--- src/rtl/alu_arb_pkg.sv ---
// Shared types and constants for the two-requester ALU arbiter.
package alu_arb_pkg;
  typedef enum logic [1:0] {
    IDLE = 2'd0,
    EXEC = 2'd1,
    RESP = 2'd2
  } state_e;

  localparam logic [1:0] ALU_OP_ADD  = 2'b00;
  localparam logic [1:0] ALU_OP_SUB  = 2'b01;
  localparam logic [1:0] ALU_OP_NOT  = 2'b10;
  localparam logic [1:0] ALU_OP_RSVD = 2'b11;

  localparam logic REQ0 = 1'b0;
  localparam logic REQ1 = 1'b1;
endpackage

--- src/rtl/alu_arb_pick.sv ---
// 2-way request picker: round-robin by default, fixed priority to requester 0
// when ALU_ARB_FIXED_PRIO_EN is defined.
module alu_arb_pick
  import alu_arb_pkg::*;
(
  input  logic [1:0] req_valid,
  input  logic       last_grant,
  output logic       grant_valid,
  output logic       grant_id
);
  assign grant_valid = |req_valid;

`ifdef ALU_ARB_FIXED_PRIO_EN
  logic unused_last_grant;
  assign unused_last_grant = last_grant;
  assign grant_id = req_valid[0] ? REQ0 : REQ1;
`else
  // On a tie the requester that did not win last time goes next.
  assign grant_id = (&req_valid) ? ~last_grant : req_valid[1];
`endif
endmodule

--- src/rtl/alu_arbiter.sv ---
// Arbitrates two requesters onto one shared combinational ALU and returns the
// tagged result on a backpressured response channel. Option: ALU_ARB_FIXED_PRIO_EN.
module alu_arbiter
  import alu_arb_pkg::*;
#(
  parameter int WIDTH = 16,
  parameter int OPW   = 2
) (
  input  logic             clock,
  input  logic             clear,
  input  logic [1:0]       req_valid,
  output logic [1:0]       req_ready,
  input  logic [OPW-1:0]   req0_op,
  input  logic [WIDTH-1:0] req0_a,
  input  logic [WIDTH-1:0] req0_b,
  input  logic [OPW-1:0]   req1_op,
  input  logic [WIDTH-1:0] req1_a,
  input  logic [WIDTH-1:0] req1_b,
  output logic [OPW-1:0]   alu_op,
  output logic [WIDTH-1:0] alu_a,
  output logic [WIDTH-1:0] alu_b,
  input  logic [WIDTH-1:0] alu_result,
  output logic             rsp_valid,
  input  logic             rsp_ready,
  output logic             rsp_id,
  output logic [WIDTH-1:0] rsp_data
);
  state_e           state_q, state_d;
  logic             last_grant_q, owner_q;
  logic [OPW-1:0]   alu_op_q;
  logic [WIDTH-1:0] alu_a_q, alu_b_q;
  logic             rsp_valid_q, rsp_id_q;
  logic [WIDTH-1:0] rsp_data_q;
  logic             grant_valid, grant_id, accept;

  alu_arb_pick u_pick (
    .req_valid   (req_valid),
    .last_grant  (last_grant_q),
    .grant_valid (grant_valid),
    .grant_id    (grant_id)
  );

  assign accept = (state_q == IDLE) && grant_valid;

  always_comb begin
    req_ready = 2'b00;
    if (accept) req_ready[grant_id] = 1'b1;
  end

  always_comb begin
    state_d = state_q;
    case (state_q)
      IDLE:    if (accept) state_d = EXEC;
      EXEC:    state_d = RESP;
      RESP:    if (rsp_ready) state_d = IDLE;
      default: state_d = IDLE;
    endcase
  end

  always_ff @(posedge clock) begin
    if (clear) begin
      state_q      <= IDLE;
      last_grant_q <= REQ1;
      owner_q      <= REQ0;
      alu_op_q     <= '0;
      alu_a_q      <= '0;
      alu_b_q      <= '0;
      rsp_valid_q  <= 1'b0;
      rsp_id_q     <= REQ0;
      rsp_data_q   <= '0;
    end else begin
      state_q <= state_d;
      if (accept) begin
        alu_op_q     <= (grant_id == REQ1) ? req1_op : req0_op;
        alu_a_q      <= (grant_id == REQ1) ? req1_a  : req0_a;
        alu_b_q      <= (grant_id == REQ1) ? req1_b  : req0_b;
        owner_q      <= grant_id;
        last_grant_q <= grant_id;
      end
      // The ALU has settled on the registered operands by the end of EXEC.
      if (state_q == EXEC) begin
        rsp_data_q  <= alu_result;
        rsp_id_q    <= owner_q;
        rsp_valid_q <= 1'b1;
      end
      if (state_q == RESP && rsp_ready) rsp_valid_q <= 1'b0;
    end
  end

  assign alu_op    = alu_op_q;
  assign alu_a     = alu_a_q;
  assign alu_b     = alu_b_q;
  assign rsp_valid = rsp_valid_q;
  assign rsp_id    = rsp_id_q;
  assign rsp_data  = rsp_data_q;
endmodule

--- config.mk ---
export PLATFORM = sky130hd
export DESIGN_NAME = alu_arbiter
export DESIGN_NICKNAME = d
export VERILOG_FILES = /design/src/rtl/alu_arb_pkg.sv /design/src/rtl/alu_arb_pick.sv /design/src/rtl/alu_arbiter.sv
export SDC_FILE = /design/constraint.sdc
export NUM_CORES = 1
export LEC_CHECK = 0
export CAP_MARGIN = 5
export CORE_UTILIZATION = 38
export CTS_CLUSTER_DIAMETER = 100
export DETAILED_ROUTE_END_ITERATION = 10
export PLACE_DENSITY = 0.8
export SLEW_MARGIN = 20
export SYNTH_ARGS = -nofsm -noshare
export SYNTH_HDL_FRONTEND = slang
export SYNTH_HIERARCHICAL = 1
export SYNTH_SLANG_ARGS = --single-unit
export TNS_END_PERCENT = 100
--- constraint.sdc ---
create_clock -name clock -period 1.4 [get_ports clock]
set_input_delay 0.28 -clock clock [delete_from_list [all_inputs] [get_ports clock]]
set_output_delay 0.28 -clock clock [all_outputs]
set_load 0.02 [all_outputs]
==> flow_metrics.env <==
export IMPL_die_area_mm2=0.006981
export IMPL_yosysWarnings=6
export IMPL_area_growth_syn_to_layout_pct=66.49
export IMPL_critPathArrivalTime_ps=1120
export IMPL_ys_types=29
export IMPL_yosysTopAreaCell="dfxtp_1"
export IMPL_synth_top_area_share_pct=44.36
export IMPL_status="completed"
export IMPL_gp_congestion=0.7156
export IMPL_drc=0
export IMPL_seq_area_mm2=0.001125
export IMPL_wl_per_cell_um=14.64
export IMPL_setup_viol=0
export IMPL_viasPerCell=4.909
export IMPL_multiInputGateArea_mm2=0.001291
export IMPL_drive_above_1_share_pct=26.37
export IMPL_drv_slew=0
export IMPL_ant_nets=0
export IMPL_crit_type="flip-flop to primary output"
export IMPL_clock_skew_ps=8.090
export IMPL_slew_headroom_pct=82.06
export IMPL_holdBufCountCts=0
export IMPL_boundaryPins=143
export IMPL_ys_seq_area_share_pct=44.36
export IMPL_hold_depth=2
export IMPL_p_leak_nw=1.770
export IMPL_synth_xor_area_share_pct=0
export IMPL_start_util_pct=39.58
export IMPL_antenna_found_initial=0
export IMPL_clock_latency_ps=300
export IMPL_first_global_vias=2229
export IMPL_htree_levels=2
export IMPL_maxCapViolCount=0
export IMPL_cp_data_required_time_ps=1120
export IMPL_hold_viol=0
export IMPL_synth_simple_area_share_pct=9.802
export IMPL_fin_nets=452
export IMPL_rr_worst_depth=5
export IMPL_synth_compound_area_share_pct=25.35
export IMPL_syn_area_per_cell_um2=11.87
export IMPL_cts_root_buf="clkbuf_8"
export IMPL_p_per_area_mw_per_mm2=982.6
export IMPL_grtUsageTotal_pct=18.57
export IMPL_irDropWorstVdd_uv=509.5
export IMPL_clk_path_buf_depth=2
export IMPL_finalCritPeriodShare_pct=99.85
export IMPL_holdCritStartpoint="rsp_id"
export IMPL_netlist_instances=213
export IMPL_numCtsBuffers=5
export IMPL_syn_nets=302
export IMPL_drt_wl_total_um=6457
export IMPL_grt_pass1_wl_um=10630
export IMPL_min_to="rsp_id"
export IMPL_tritoncts="built"
export IMPL_fp_dieW_um=83.56
export IMPL_worst_slack_ps=2.146
export IMPL_nFillCells=552
export IMPL_vias=2165
export IMPL_worstReg2RegStart="last_grant_q"
export IMPL_grt_ovfl_total=0
export IMPL_ys_top_cells_by_area="dfxtp_1 44%, o2bb2ai_2 18%, mux2i_1 13%"
export IMPL_dpl_worst_slack_ps=-758.3
export IMPL_min_period_ps=1398
export IMPL_core_mm2=0.006386
export IMPL_drtIter0Drc=37
export IMPL_grt_max_degree=22
export IMPL_grt_setup_unrepaired="yes"
export IMPL_fmax_ghz=0.7154
export IMPL_rr_endpoint="alu_a[7]"
export IMPL_die_h_um=83.56
export IMPL_worst_slew_pin_slew_ps=269.1
export IMPL_synth_top_family_by_area="compound AO/OA/AOI/OAI gates"
export IMPL_cp_end_kind="primary output"
export IMPL_startpoint_type="flip-flop"
export IMPL_dp_hpwl_um=4816
export IMPL_muxShareOfSynthArea_pct=13.47
export IMPL_dr_pass1_iters=4
export IMPL_yosys_area_share_adder_pct=0
export IMPL_hold_class="flip-flop to flip-flop"
export IMPL_crit_fanout=2
export IMPL_timing_hold_ws_ps=458.3
export IMPL_synthesis_area_mm2=0.002527
export IMPL_rows=29
export IMPL_regToRegSetupSlack_ps=20
export IMPL_io_buffer_count=142
export IMPL_n_antenna_cell=0
export IMPL_ys_seq_elements=56
export IMPL_cts_sinks=56
export IMPL_clk_pin_slew_ps=100
[where the power goes]
group	total, mW	internal (mW)	switching [mW]
Clock	1.03	0.532	0.502
Sequential	1.84	1.74	0.0958
Combinational	1.26	0.659	0.602
Total	4.13	2.93	1.20
[layer usage]
layer	wire length (um)	GRT usage [%]	vias to the layer above
met1	2777	22.01	991
met4	41	4.160	0
li1	-	-	1065
met5	0	0	-
met2	2996	31.97	105
met3	642	6.924	4
[through the flow]
stage	total power [mW]	setup TNS [ps]	cells	cell area [um2]	util (%)
floorplan	2.542	0	213	2532	-
global placement	3.167	-17080	431	4079	63.87
detailed placement	3.192	-18440	431	4079	63.87
CTS	4.152	-62.44	440	4159	65.13
global route	4.330	-196.0	441	4208	65.89
finish	4.134	0	441	4208	65.89
[logic make-up (layout without fill, tap and decap cells)]
group / Yosys count / in the layout
AOI/OAI and AO/OA: 57 / 57
buffers and inverters: 19 / 170
muxes: 34 / 34
and+or+nand+nor: 47 / 47
DFF: 56 / 56
[layout make-up]
type / count / share of cell area, %
Sequential cell: 56 / 26.73
Multi-Input combinational cell: 138 / 30.69
Tap cell: 77 / 2.290
Clock buffer: 6 / 1.725
Inverter: 2 / 0.1784
Timing Repair Buffer: 160 / 37.56
Clock inverter: 2 / 0.8326
[synthesized netlist by cell type]
library cell	n
nand2b_2	1
buf_4	3
nand3b_1	2
nand2_2	10
a21oi_1	9
nor3b_4	1
mux2i_1	34
or3b_1	1
buf_8	1
nor2_2	1
nand2b_1	2
inv_1	1
nor3_1	1
a21boi_1	1
clkbuf_1	1
o21ai_0	3
or2_1	1
a21oi_2	10
buf_2	4
o2bb2ai_1	4
dfxtp_1	56
buf_6	4
nor2b_1	1
inv_2	1
buf_12	3
buf_1	1
o2bb2ai_2	30
nand2_1	25
nor2_1	1
[placed cells by master (no fill, tap or decap), drive strengths merged, types with 2 or more instances in the layout]
cell type / synthesis / layout
mux2i: 34 / 34
clkdlybuf4s15: 0 / 2
o2bb2ai: 34 / 34
nand3b: 2 / 2
inv: 2 / 2
a21oi: 19 / 19
o21ai: 3 / 3
dlygate4sd2: 0 / 52
buf: 16 / 20
nor2: 2 / 2
nand2: 35 / 35
clkdlybuf4s50: 0 / 86
clkbuf: 1 / 6
nand2b: 3 / 3
dfxtp: 56 / 56
[worst max path at each step]
stage	start	slack [ps]	depth (start not counted)	end
after floorplan	req_valid[1]	2	4	req_ready[0]
after global placement	req_valid[0]	-720	6	req_ready[1]
after detailed placement	req_valid[0]	-760	6	req_ready[1]
after CTS	state_q[1]	-60	4	req_ready[1]
after global routing	state_q[0]	-60	4	req_ready[1]
final	state_q[0]	2	4	req_ready[1]
[timing repair]
item,in CTS,in global routing
cloned,1,0
endpoints found under the setup margin,88,8
setup buffers,0,1
gates resized for setup,73,11
pin swaps,2,1
[critical path, stage by stage (launching register included)]
cell and delay (ps):
dfxtp_2 350, nor3b_4 210, nand2_2 90, inv_2 60, buf_6 110
[state kept, by name (all words and copies together), names as in the netlist]
signal        count
alu_a            16
alu_b            16
alu_op            2
last_grant_q      1
owner_q           1
rsp_data         16
rsp_id            1
rsp_valid         1
state_q           2
No activity file was read; power rests on OpenSTA's default activity.
